`src/rtl/uart_tx_feeder.sv`:
```
// Byte FIFO plus start sequencer feeding a UART transmitter.
// Issues one tx_start per byte when the transmitter is idle, then waits out a baud-tick guard.
//
// state   | meaning
// --------+-------------------------------------------------------------
// S_IDLE  | waiting for a queued byte and an idle transmitter
// S_START | tx_start high for this single cycle
// S_BUSY  | transmitter is shifting the frame out
// S_GAP   | counting GAP_TICKS baud ticks to guarantee a full stop bit
module uart_tx_feeder #(
  parameter int DEPTH     = 16,
  parameter int GAP_TICKS = 1
) (
  input  logic                     clk,
  input  logic                     rst_n,
  input  logic [7:0]               wr_data,
  input  logic                     wr_valid,
  output logic                     wr_ready,
  input  logic                     flush,
  input  logic                     baud_tick,
  input  logic                     tx_busy,
  output logic                     tx_start,
  output logic [7:0]               tx_data,
  output logic [$clog2(DEPTH):0]   fifo_count,
  output logic                     idle
);

  localparam int AW       = $clog2(DEPTH);
  localparam int CW       = AW + 1;
  localparam int GW       = (GAP_TICKS > 1) ? $clog2(GAP_TICKS) : 1;
  localparam int GAP_LAST = (GAP_TICKS > 0) ? GAP_TICKS - 1 : 0;

  typedef enum logic [1:0] {
    S_IDLE  = 2'd0,
    S_START = 2'd1,
    S_BUSY  = 2'd2,
    S_GAP   = 2'd3
  } state_t;

  state_t        state, state_nxt;
  logic [7:0]    mem [DEPTH];
  logic [AW-1:0] wr_ptr, rd_ptr;
  logic [CW-1:0] count;
  logic [GW-1:0] gap_cnt;
  logic          wr_en, pop, gap_inc;

  assign wr_ready   = (count != CW'(DEPTH));
  assign wr_en      = wr_valid && wr_ready && !flush;
  assign fifo_count = count;
  assign idle       = (count == '0) && (state == S_IDLE) && !tx_busy;

  always_comb begin
    state_nxt = state;
    pop       = 1'b0;
    gap_inc   = 1'b0;
    case (state)
      S_IDLE: begin
        if ((count != '0) && !tx_busy) begin
          pop       = 1'b1;
          state_nxt = S_START;
        end
      end
      S_START: state_nxt = S_BUSY;
      S_BUSY: begin
        if (!tx_busy) begin
          if (GAP_TICKS > 0) state_nxt = S_GAP;
          else               state_nxt = S_IDLE;
        end
      end
      S_GAP: begin
        if (baud_tick) begin
          if (gap_cnt == GW'(GAP_LAST)) state_nxt = S_IDLE;
          else                          gap_inc   = 1'b1;
        end
      end
      default: state_nxt = S_IDLE;
    endcase
  end

  always_ff @(posedge clk or negedge rst_n) begin
    if (!rst_n) begin
      state <= S_IDLE;
    end else begin
      state <= state_nxt;
    end
  end

  // Guard counter only runs inside S_GAP, so leaving any other state clears it.
  always_ff @(posedge clk or negedge rst_n) begin
    if (!rst_n) begin
      gap_cnt <= '0;
    end else if (state != S_GAP) begin
      gap_cnt <= '0;
    end else if (gap_inc) begin
      gap_cnt <= gap_cnt + GW'(1);
    end
  end

  always_ff @(posedge clk) begin
    if (wr_en) mem[wr_ptr] <= wr_data;
  end

  always_ff @(posedge clk or negedge rst_n) begin
    if (!rst_n) begin
      wr_ptr <= '0;
      rd_ptr <= '0;
      count  <= '0;
    end else if (flush) begin
      wr_ptr <= '0;
      rd_ptr <= '0;
      count  <= '0;
    end else begin
      if (wr_en) wr_ptr <= wr_ptr + AW'(1);
      if (pop)   rd_ptr <= rd_ptr + AW'(1);
      case ({wr_en, pop})
        2'b10:   count <= count + CW'(1);
        2'b01:   count <= count - CW'(1);
        default: count <= count;
      endcase
    end
  end

  // A byte popped in the same cycle as a flush still goes out.
  always_ff @(posedge clk or negedge rst_n) begin
    if (!rst_n) begin
      tx_start <= 1'b0;
      tx_data  <= 8'h00;
    end else begin
      tx_start <= pop;
      if (pop) tx_data <= mem[rd_ptr];
    end
  end

endmodule

```
`config.mk`:
```
export PLATFORM = sky130hd
export DESIGN_NAME = uart_tx_feeder
export DESIGN_NICKNAME = d
export VERILOG_FILES = /design/src/rtl/uart_tx_feeder.sv
export SDC_FILE = /design/constraint.sdc
export NUM_CORES = 1
export LEC_CHECK = 0
export BUFFER_PORTS_ARGS = -buffer_cell sky130_fd_sc_hd__buf_2
export CAP_MARGIN = 15
export CELL_PAD_IN_SITES_DETAIL_PLACEMENT = 1
export CELL_PAD_IN_SITES_GLOBAL_PLACEMENT = 1
export CORE_MARGIN = 2
export CORE_UTILIZATION = 47
export CTS_CLUSTER_DIAMETER = 120
export DETAILED_ROUTE_END_ITERATION = 6
export PLACE_DENSITY = 0.71
export SYNTH_ARGS = -nofsm -noshare
export SYNTH_HDL_FRONTEND = slang
export SYNTH_SLANG_ARGS = --single-unit
```
`constraint.sdc`:
```
create_clock -name clk -period 2.9 [get_ports clk]
set_clock_uncertainty 0.05 [all_clocks]
set_input_delay 0 -clock clk [delete_from_list [all_inputs] [get_ports clk]]
set_output_delay 0 -clock clk [all_outputs]
set_load 0.05 [all_outputs]
```
==> results of run 1 <==
## routing by layer
layer / up-vias / global-route usage (%)
met3: 24 / 3.90
met2: 72 / 32.9
met5: - / 0
met1: 1795 / 29.1
li1: 1536 / -
met4: 0 / 8.60
## layout by cell type, fill, tap and decap left out, drive strengths merged, types with 2 or more instances in the layout
| cell | Yosys | layout |
|---|---|---|
| edfxtp | 128 | 128 |
| buf | 4 | 58 |
| nor2 | 35 | 35 |
| mux4 | 32 | 32 |
| dfrtp | 25 | 25 |
| clkbuf | 15 | 22 |
| mux2i | 16 | 16 |
| nand2 | 14 | 14 |
| dlygate4sd3 | 0 | 12 |
| ha | 11 | 11 |
| inv | 7 | 9 |
| a221oi | 8 | 8 |
| a21oi | 7 | 7 |
| xor2 | 6 | 6 |
| o21ai | 6 | 6 |
| clkinv | 0 | 6 |
| nor3 | 4 | 4 |
| nand3 | 3 | 3 |
| or3 | 3 | 3 |
| mux2 | 3 | 3 |
| nor2b | 3 | 3 |
| nor3b | 2 | 2 |
| or2 | 2 | 2 |
| nand2b | 2 | 2 |
| xnor2 | 2 | 2 |
| a31oi | 2 | 2 |
| nand4 | 2 | 2 |
| bufinv | 0 | 2 |
| and2 | 2 | 2 |
| o311ai | 2 | 2 |
## repair_timing
action | 4_1_cts | 5_1_grt
gates resized for setup | 1 | 5
setup endpoints to repair | 1 | 2
hold endpoints to repair | 162 | 0
buffers inserted | 0 | 0
hold buffers | 12 | 0
## where the power goes
part           internal (uW)  leakage, uW  switching, uW  total (uW)
Sequential              2530      0.00146            103        2640
Combinational            591     0.000836            980        1570
Clock                   1320     0.000289            854        2170
## flip-flops by register name, indices dropped and copies added, names as in the netlist
signal / count
state: 2
tx_start: 1
fifo_count: 5
gap_cnt: 1
tx_data: 8
wr_ptr: 4
rd_ptr: 4
mem: 128
## metrics by stage
stage               instance area, sq um  util [%]  total power, uW
finish                              7520      57.3             6380
global route                        7520      57.3             6650
CTS                                 7510      57.1             6410
detailed placement                  6800      51.8             4220
global placement                    6800      51.8             4170
floorplan                           6290         -             3770
## worst min-delay path by stage
stage	to	depth (start not counted)
detailed placement	wr_ptr[0]$_DFFE_PN0P_	1
floorplan	fifo_count[0]$_DFFE_PN0P_	0
finish	tx_data[6]$_DFFE_PN0P_	2
CTS	tx_data[6]$_DFFE_PN0P_	2
global placement	wr_ptr[0]$_DFFE_PN0P_	1
global route	wr_ptr[2]$_DFFE_PN0P_	2
## kinds of logic (layout without fill, tap and decap cells)
family	count (synthesis)	after routing	share of synthesized area, %
mux	51	51	14.5
flops	153	153	71.1
compound gates	31	31	3.90
buf+inv	26	109	1.63
simple gates	76	76	5.57
fa+ha+maj	11	11	2.19
xor+xnor	8	8	1.11
## area by class of cell
cell class                 instances  area (sq um)
inverter                           7          26.3
sequential                       153          4470
multi-input combinational        177          1740
clock buffer                      22           464
fill                            1220          5620
timing repair buffer              70           483
clock inverter                    10           119
tap                              176           220
==> impl_metrics.toml, run 1 <==
[setup_path]
cp_slowest_cell = "or4_4"
r2r_cells = 9
cp_top_family = "simple AND/OR/NAND/NOR gates"
cp_cell_sequence = "or4_4 > o21ai_4 > a21oi_2 > xor2_1 > ha_1 > or3_1 > a21oi_1 > a21oi_1 > o311ai_1"
path_depth = 9
worstPathMaxFanout = 4
reg2reg_from = "fifo_count[1]$_DFFE_PN0P_"
cp.required_ps = 3180
r2r_end = "fifo_count[4]$_DFFE_PN0P_"
worst-path-buf-inv = 0
worstPathArrival_ps = 2970
crit_start = "fifo_count[1]$_DFFE_PN0P_"
cp-end-kind = "flop"
slowest_delay_ps = 580
cp-endpoint = "fifo_count[4]$_DFFE_PN0P_"
r2r_slack_ps = 200
startpoint_type = "flop"
crit_path_frequent_cell = "a21oi_1"
path_class = "reg2reg"

[synth]
synth_nets = 381
yosysWarnings = 0
synth_cells = 356
synth_top_area_cell = "edfxtp_1"
syn_area_sq_um = 6290
yosys.cell_types.count = 41
ys_ff_latch = 153
synth.area.top_cells = "edfxtp_1 61%, mux4_2 11%, dfrtp_1 9.9%, mux2i_1 2.5%, ha_1 2.2%"
netlist_top_cells_count = "128 x edfxtp_1, 35 x nor2_1, 32 x mux4_2"
yosysMostFrequentCell = "edfxtp_1"
async_flop_share_pct = 16.3
avgSynthCellArea_sq_um = 17.7
synth_top_area_share_pct = 61.1
synth_edf_count = 128
synth_top_flop_cell = "edfxtp_1"
yosysSeqAreaShare_pct = 71.1

[detailed_routing]
wirelength_microns = 13500
drt_iter0_drc = 253
drt_pass1_iterations = 4
post_drt_via_cell_ratio = 5.57
route.top_layer_used = "met4"
detail-route-antenna-nets = 0
routed-wl-met2_microns = 6600
met3_length_microns = 691
drt-met1-wl_microns = 5960
drc_errors = 0
num_vias = 3427
routedWlPerCell_microns = 21.9

[sta]
tightest_slew_ps = 892
rsz0062_at_grt = "no"
setup_viol = 0
relSlewSlack_pct = 40.3
setup_tns_ps = 0
max_freq_ghz = 0.371
whs_ps = 76.1
finalHoldViolations = 0
slew_viol_final = 0
worst_slack_ps = 204
timing.final.crit_share_pct = 93.0
finalCriticalPeriod_ps = 2700

[clocking]
numCtsBuffers = 17
clk_latency_ps = 420
clk_pin_slew_worst_paths_ps = 60
cts_root_buffer = "clkbuf_16"
cts_tree = "yes"
cts.sinks = 153
clk_path_buf_depth = 2
htree_num_levels = 4

[global_route]
grt_pass1_vias = 3704
grt_max_degree = 36
antenna_found_initial = 0
grt_overflow = 0
grt_first_pass_wirelength_microns = 21600
grt_use_total_pct = 20.9

[power_and_ir_drop]
powerDensity_nw_per_um2 = 848
p_leak_uw = 0.00259
vdd_ir_drop_max_uv = 470

[floorplanning]
die_h_microns = 120
die_x_microns = 120
rows = 42
io_pins = 30
core_area_sq_um = 13100
initial_core_util_pct = 47.9
dieArea_sq_um = 14300

[placement]
dp_slack_ps = 10.5
port_buffers = 29
place_hpwl_microns = 8300
dp_cells = 571
place.gp.congestion = 0.762

[layout]
fin_cells = 615
nets = 451
n_antenna_cell = 0
synthToLayoutAreaGrowth_pct = 19.6
drive_gt1_share_pct = 31.2

[status]
status = "finished clean"

[flow_run]
max_cap_viol_count = 0

[hold_path]
min_path_type = "in2async"
No activity file was read; power rests on OpenSTA's default activity.
==> inputs of run 2 (changes only) <==
--- a/config.mk
+++ b/config.mk
@@ -11,6 +11,7 @@
 export CELL_PAD_IN_SITES_GLOBAL_PLACEMENT = 1
 export CORE_MARGIN = 2
 export CORE_UTILIZATION = 47
+export CTS_BUF_LIST = sky130_fd_sc_hd__clkbuf_16
 export CTS_CLUSTER_DIAMETER = 120
 export DETAILED_ROUTE_END_ITERATION = 6
 export PLACE_DENSITY = 0.71
==> run 2 against run 1 <==
Net effect:
- die area did not move
- non-clock buffer count did not move
- flip-flop and latch count did not move
- power fell by 0.92%
- clock power fell by 3%
- combinational power barely moved
- utilization fell by 0.15 points
- routed wire length rose by 0.42%
- via count rose by 0.18%
- critical path type unchanged
- critical endpoint unchanged
- largest cell class unchanged
==> impl_metrics.toml, run 2 (synthesis results as in run 1) <==
[status]
status = "finished clean"

[clocking]
clk_path_buf_depth = 2
cts.sinks = 153
numCtsBuffers = 17
clk_latency_ps = 420
htree_num_levels = 4
cts_root_buffer = "clkbuf_16"
postCtsSetupBuffers = 0
cts_tree = "yes"
clk_pin_slew_worst_paths_ps = 60

[placement]
place.gp.congestion = 0.762
place_hpwl_microns = 8300
port_buffers = 29
placed_area_sq_um = 6800

[setup_path]
cp_slowest_cell = "or4_4"
cp-end-kind = "flop"
worstPathArrival_ps = 2960
r2r_slack_ps = 210
path_class = "reg2reg"
slowest_delay_ps = 570
crit_path_frequent_cell = "a21oi_1"
startpoint_type = "flop"
cp.required_ps = 3170
worstPathMaxFanout = 4
cp_cell_sequence = "or4_4 > o21ai_4 > a21oi_2 > xor2_1 > ha_1 > or3_1 > a21oi_1 > a21oi_1 > o311ai_1"

[layout]
multi_input_area_sq_um = 1740
regArea_sq_um = 4470
nets = 451
final_common_cell = "edfxtp_1"
synthToLayoutAreaGrowth_pct = 19.3
top_register = "mem"
n_antenna_cell = 0
drive_gt1_share_pct = 30.8
final_cell_mix = "128 x edfxtp_1, 35 x nor2_1, 32 x mux4_2"
finish.instance_area_sq_um = 7500
fill_cells = 1224
largest_reg_flops = 128

[hold_path]
min_path_type = "in2reg"

[floorplanning]
core_area_sq_um = 13100
rows = 42
die_x_microns = 120
io_pins = 30
die_h_microns = 120
initial_core_util_pct = 47.9
dieArea_sq_um = 14300

[global_route]
grt_overflow = 0
grt_use_total_pct = 21.0
antenna_found_initial = 0
grt_max_degree = 36
grt_pass1_vias = 3673
grt_first_pass_wirelength_microns = 21600

[sta]
rsz0062_at_grt = "no"
max_freq_ghz = 0.372
setup_tns_ps = 0
setup_viol = 0
relSlewSlack_pct = 40.8
tightest_slew_ps = 885
finalHoldViolations = 0
timing.final.crit_share_pct = 92.7
finalCriticalPeriod_ps = 2690
slew_viol_final = 0

[flow_run]
max_cap_viol_count = 0

[power_and_ir_drop]
powerDensity_nw_per_um2 = 842
p_total_uw = 6320
vdd_ir_drop_max_uv = 471
p_leak_uw = 0.00259

[detailed_routing]
routedWlPerCell_microns = 22.0
detail-route-antenna-nets = 0
num_vias = 3433
drc_errors = 0
drt_iter0_drc = 217
post_drt_via_cell_ratio = 5.58
wirelength_microns = 13500
drt_pass1_iterations = 4
-- run 2: cell count changes in the layout (fill, tap and decap cells not counted), sizes merged --
cell / previous run / this run
inv: 9 / 12
clkbuf: 22 / 17
clkinv: 6 / 8
-- run 2: path summary, 6_finish.rpt --
check,from,to,cells past startpoint
setup reg to reg,fifo_count[1]$_DFFE_PN0P_,fifo_count[4]$_DFFE_PN0P_,9
min in group asynchronous,rst_n,wr_ptr[0]$_DFFE_PN0P_,2
hold / removal,tx_busy,tx_start$_DFF_PN0_,4
setup / recovery,fifo_count[1]$_DFFE_PN0P_,fifo_count[4]$_DFFE_PN0P_,9
max in group asynchronous,rst_n,rd_ptr[0]$_DFFE_PN0P_,2
hold reg to reg,gap_cnt$_DFFE_PN0P_,gap_cnt$_DFFE_PN0P_,1
-- run 2: power breakdown --
part | switching [uW] | internal, uW | total (uW) | leakage [uW]
sequential | 104 | 2530 | 2640 | 0.00146
combinational | 979 | 591 | 1570 | 0.000839
clock | 860 | 1250 | 2110 | 0.000290
total | 1940 | 4380 | 6320 | 0.00259
-- run 2: through the flow --
step / hold WS, ps / instances / setup WS, ps / util [%]
after floorplan: -346 / 356 / 3.36 / -
after global placement: 3.98 / 571 / 178 / 51.8
after detailed placement: 3.83 / 571 / 10.5 / 51.8
after CTS: 5.69 / 615 / 59.1 / 57.0
after global routing: 66.1 / 615 / 24.2 / 57.1
final: 35.2 / 615 / 211 / 57.1
-- run 2: cell type report --
cell class                 instances  area share, %
clock inverter                    15           1.83
sequential                       153           59.6
tap                              176           2.94
multi-input combinational        177           23.1
inverter                           7          0.350
timing repair buffer              70           6.44
clock buffer                      17           5.67
-- run 2: critical path: cells and delay by family, from the launching register on --
family / cells / cell delay [ps]
compound gates: 5 / 850
xor+xnor: 1 / 170
fa+ha+maj: 1 / 230
flops: 1 / 400
simple gates: 2 / 890
-- run 2: repair_timing --
item / CTS / global route
cloned: 0 / 0
hold buffers: 12 / 0
setup endpoints to repair: 1 / 2
gates resized for setup: 1 / 5
hold endpoints to repair: 162 / 0
-- run 2: per-layer routing --
| metal | routed length, microns | part of all wire (%) | GRT usage (%) | vias up |
|---|---|---|---|---|
| met5 | 0 | 0 | 0 | - |
| met4 | 336 | 2.5 | 9.12 | 0 |
| met3 | 353 | 2.6 | 4.33 | 28 |
| met2 | 6500 | 48 | 32.1 | 52 |
| met1 | 6360 | 47 | 29.6 | 1816 |
| li1 | - | - | - | 1537 |
